$ cat src/rtl/alu_seq_divider.sv
// Iterative restoring divider: N_W-bit dividend / D_W-bit divisor, one quotient bit per clock.
// Optional early-exit for divisor==0 or dividend<divisor via `DIV_FAST_BYPASS_EN.
module alu_seq_divider #(
  parameter int N_W = 8,
  parameter int D_W = 4
) (
  input  logic           clk,
  input  logic           reset,
  input  logic           start,
  input  logic [N_W-1:0] dividend,
  input  logic [D_W-1:0] divisor,
  output logic           busy,
  output logic           done,
  output logic [N_W-1:0] quotient,
  output logic [D_W-1:0] remainder,
  output logic           div_by_zero
);

  localparam int CW = (N_W > 1) ? $clog2(N_W) : 1;

  typedef enum logic [1:0] {
    S_IDLE,
    S_RUN,
    S_DONE
  } state_t;

  state_t         state, state_next;
  logic [N_W-1:0] dvd;
  logic [D_W-1:0] dsr;
  logic [D_W-1:0] rem;
  logic [CW-1:0]  count;
  logic           accept;
  logic           fast;
  logic [D_W:0]   rem_shift;
  logic           fits;
  logic [D_W-1:0] rem_next;
  logic [N_W-1:0] dvd_next;

  assign accept = start && ((state == S_IDLE) || (state == S_DONE));

`ifdef DIV_FAST_BYPASS_EN
  assign fast = (divisor == '0) || (N_W'(divisor) > dividend);
`else
  assign fast = 1'b0;
`endif

  // A restored remainder is always below the divisor, so only the shifted
  // trial value needs the extra bit; quotient bits shift into the vacated LSBs.
  assign rem_shift = {rem, dvd[N_W-1]};
  assign fits      = (rem_shift >= {1'b0, dsr});
  assign rem_next  = fits ? D_W'(rem_shift - {1'b0, dsr}) : rem_shift[D_W-1:0];
  assign dvd_next  = {dvd[N_W-2:0], fits};

  always_ff @(posedge clk) begin
    if (reset) state <= S_IDLE;
    else       state <= state_next;
  end

  always_comb begin
    state_next = state;
    busy       = (state == S_RUN);
    done       = (state == S_DONE);
    case (state)
      S_IDLE:  if (start) state_next = fast ? S_DONE : S_RUN;
      S_RUN:   if (count == '0) state_next = S_DONE;
      S_DONE:  begin
        if (start) state_next = fast ? S_DONE : S_RUN;
        else       state_next = S_IDLE;
      end
      default: state_next = S_IDLE;
    endcase
  end

  always_ff @(posedge clk) begin
    if (reset) begin
      dvd         <= '0;
      dsr         <= '0;
      rem         <= '0;
      count       <= '0;
      quotient    <= '0;
      remainder   <= '0;
      div_by_zero <= 1'b0;
    end else if (accept) begin
      dvd         <= dividend;
      dsr         <= divisor;
      rem         <= '0;
      count       <= CW'(N_W - 1);
      div_by_zero <= 1'b0;
`ifdef DIV_FAST_BYPASS_EN
      if (divisor == '0) begin
        quotient    <= '1;
        remainder   <= '0;
        div_by_zero <= 1'b1;
      end else if (fast) begin
        quotient  <= '0;
        remainder <= dividend[D_W-1:0];
      end
`endif
    end else if (state == S_RUN) begin
      dvd   <= dvd_next;
      rem   <= rem_next;
      count <= count - 1'b1;
      if (count == '0) begin
        if (dsr == '0) begin
          quotient    <= '1;
          remainder   <= '0;
          div_by_zero <= 1'b1;
        end else begin
          quotient  <= dvd_next;
          remainder <= rem_next;
        end
      end
    end
  end

endmodule

$ cat config.mk
export PLATFORM = sky130hd
export DESIGN_NAME = alu_seq_divider
export DESIGN_NICKNAME = d
export VERILOG_FILES = /design/src/rtl/alu_seq_divider.sv
export SDC_FILE = /design/constraint.sdc
export NUM_CORES = 1
export LEC_CHECK = 0
export ABC_CLOCK_PERIOD_IN_PS = 2500
export CELL_PAD_IN_SITES_DETAIL_PLACEMENT = 1
export CELL_PAD_IN_SITES_GLOBAL_PLACEMENT = 2
export CORE_MARGIN = 2
export CORE_UTILIZATION = 30
export CTS_CLUSTER_SIZE = 25
export DETAILED_ROUTE_END_ITERATION = 16
export PLACE_DENSITY = 0.9
export RECOVER_POWER = 25
export SYNTH_ARGS = -nofsm -noshare
export SYNTH_HDL_FRONTEND = slang
export SYNTH_SLANG_ARGS = --single-unit
$ cat constraint.sdc
create_clock -name clk -period 2.5 [get_ports clk]
set_clock_uncertainty 0.15 [all_clocks]
set_input_delay 0.625 -clock clk [delete_from_list [all_inputs] [get_ports clk]]
set_output_delay 0.625 -clock clk [all_outputs]
set_load 0.005 [all_outputs]
==> impl_results.md <==
* Hold wc startpoint: remainder[2]$_SDFFE_PP0P_
* Initial Utilization at about a third
* Area of placed instances at approximately 0.0019 mm2
* Synth cell types at 37
* Synth Net Count at between 150 and 200
* Layout Utilization at 41.9%
* Max Cap Viol at 0
* Fin Setup TNS at 0 ps
* Share of cells above drive strength 1 at around a tenth
* ANT cells at 0
* RSZ-0062 raised after global routing: false
* Yosys reg bits at 34
* CP max FO at 2
* Gp weighted congestion at 0.763
* Reg-to-Reg End: rem[3]$_SDFFE_PP0P_
* Fmax at ~0.47 GHz
* Core area at 0.00475 mm2
* Post-synth top area cell: dfxtp_1
* Crit path capture type: output port
* Post-CTS setup buffers at 0
* Hold Vio Cnt, Final at 0
* Register area share after synthesis at 45.4%
* Wire per inst at about 13 um
* Vert. Die Dim at ~75 um
* CP arrival at 1340 ps
* Post-Synthesis Cells at 172
* Nets@finish at 229
* P_leak at 0.745 nW
* Max rail drop VDD at approximately 0.00038 V
* Latest clock arrival within the worst-skew pair at just under 300 ps
* Die ar. at roughly 0.0056 mm2
* Fin. max-slew vios at 0
* Post-layout min period at around 2100 ps
* CP required at 1730 ps
* Largest net degree at the start of global routing at 14
* Reg2reg start: dsr[1]$_SDFFE_PP0P_
* Final Cell Area at approximately 0.002 mm2
* Post-synth top flop: dfxtp_1
* Pwr/cell area at ~700 mW/mm2
* Mean Syn Cell Area at approximately 8.7 um2
* All-Layer GR Usage at approximately 15%
* Router iterations before antenna repair at 3
* Overflow after GRT at 0
* DR DRC count at 0
* CTS root buf: clkbuf_8
* Status: finished, final reports clean
* Total CTS buffers at 5
* Worst hold path depth at 2
* Initial DRC count at just over 40
* Synth Cell Area at 0.00150 mm2
* Most common cell after layout, fill and taps aside: dfxtp_1
* Antenna violations before repair at 0
* Overall Power at 1.39 mW
* FP Rows at 25
* H-tree depth at 2
* Post-synth top area share at between 40% and 50%
* Synth area leaders: dfxtp_1, nand2_1, ha_1, nor2_1, o22ai_1
* Post-Place Cells at approximately 270
* EDFF count, synth at 0
* Hold buffers post-CTS at 0
* Clk slew on worst S/H paths at approximately 70 ps
* Top Ports at 30
* Vias per cell at roughly 4.7
* Number of global-route vias before repair at 1322
* Final period util at 84.5%
* R2r setup slk at approximately 540 ps
* Die W at 74.7 um
* Most frequent cells in the layout: dfxtp_1, clkdlybuf4s50_1, nand2_1, nor2_1, a21oi_1
* Hold Crit Endpoint: remainder[2]$_SDFFE_PP0P_
* Source of the critical timing path: state[1]$_SDFFE_PP0P_
* First-pass GRT wire length at ~6100 um
* Yosys warnings at 0
* Setup crit start kind: flip-flop
* CTS tree: done
* Fin cells at 274
* Area growth syn-to-layout at 33.2%
* Asr flop ratio synth at 0%
* Routed WL at 3630 um
* Worst Hold Class: reg2reg
* PostCTS Resize Cnt at 0
* Detail Route Antenna Nets at 0
* Worst slew pin tran at just under 600 ps
* IO buf count at 29
* WS Path Type: reg2out
* Final Setup Violations at 0
* HPWL Detailed at between 2000 and 3000 um
* Worst-case reg-to-reg path depth at 7
* Longest Clk Path Bufs at 2
* Rel. slew slack at between 60% and 70%
* Vias at between 1000 and 1500
* Total clock sinks at 34
-- metrics by stage --
step	hold WS, ps	setup WS [ps]
floorplan	286	687
global placement	288	443
detailed placement	292	423
CTS	301	361
global route	326	317
finish	296	389
-- sequential cells by signal, indices dropped and copies added, names as in the netlist --
name,flops
dvd,8
quotient,8
dsr,4
rem,4
remainder,4
count,3
state,2
div_by_zero,1
-- cell usage after synthesis, drive strengths merged, types with 3 or more instances --
cell	instances
inv	9
a22oi	4
o21ai	10
a21oi	14
nor2	20
o22ai	11
nand2b	3
ha	6
clkbuf	5
nor3	6
nand3	3
nand2	25
dfxtp	34
-- cell families after synthesis --
| family | synth area share [%] |
|---|---|
| AOI/OAI and AO/OA | 20.6 |
| adders and majority gates | 6.35 |
| DFF | 45.4 |
| muxes | 2.67 |
| xor gates and xnor gates | 1.17 |
| and+or+nand+nor | 19.6 |
| buffers and inverters | 4.09 |
-- critical path, stage by stage (launching register included) --
cell,delay [ps]
dfxtp_1,320
nand2b_1,150
inv_1,80
clkdlybuf4s50_1,500
-- worst max-delay path by stage --
stage	endpoint	slack [ps]
final	busy	390
after global routing	busy	320
after CTS	busy	360
after detailed placement	dvd[4]$_SDFFE_PP0P_	420
after global placement	dvd[0]$_SDFFE_PP0P_	440
after floorplan	remainder[0]$_SDFFE_PP0P_	690
-- metal layers --
| layer | GRT usage, % | vias up | share of wire [%] |
|---|---|---|---|
| met4 | 5.95 | 0 | 1.4 |
| met5 | 0 | - | 0 |
| met1 | 18.7 | 604 | 49 |
| met3 | 3.61 | 6 | 3.4 |
| met2 | 24.0 | 27 | 46 |
| li1 | - | 663 | - |
-- layout make-up --
| cell class | instances | area [um2] |
|---|---|---|
| Multi-Input combinational cell | 122 | 756 |
| Tap cell | 67 | 83.8 |
| Fill cell | 581 | 2760 |
| Clock inverter | 1 | 30.0 |
| Sequential cell | 34 | 681 |
| Clock buffer | 6 | 82.6 |
| Inverter | 9 | 33.8 |
| Timing Repair Buffer | 35 | 328 |
-- power breakdown --
| part | switching (mW) | internal (mW) |
|---|---|---|
| Combinational | 0.138 | 0.134 |
| Clock | 0.194 | 0.319 |
| Sequential | 0.0273 | 0.580 |
(Power assumes the default switching activity.)
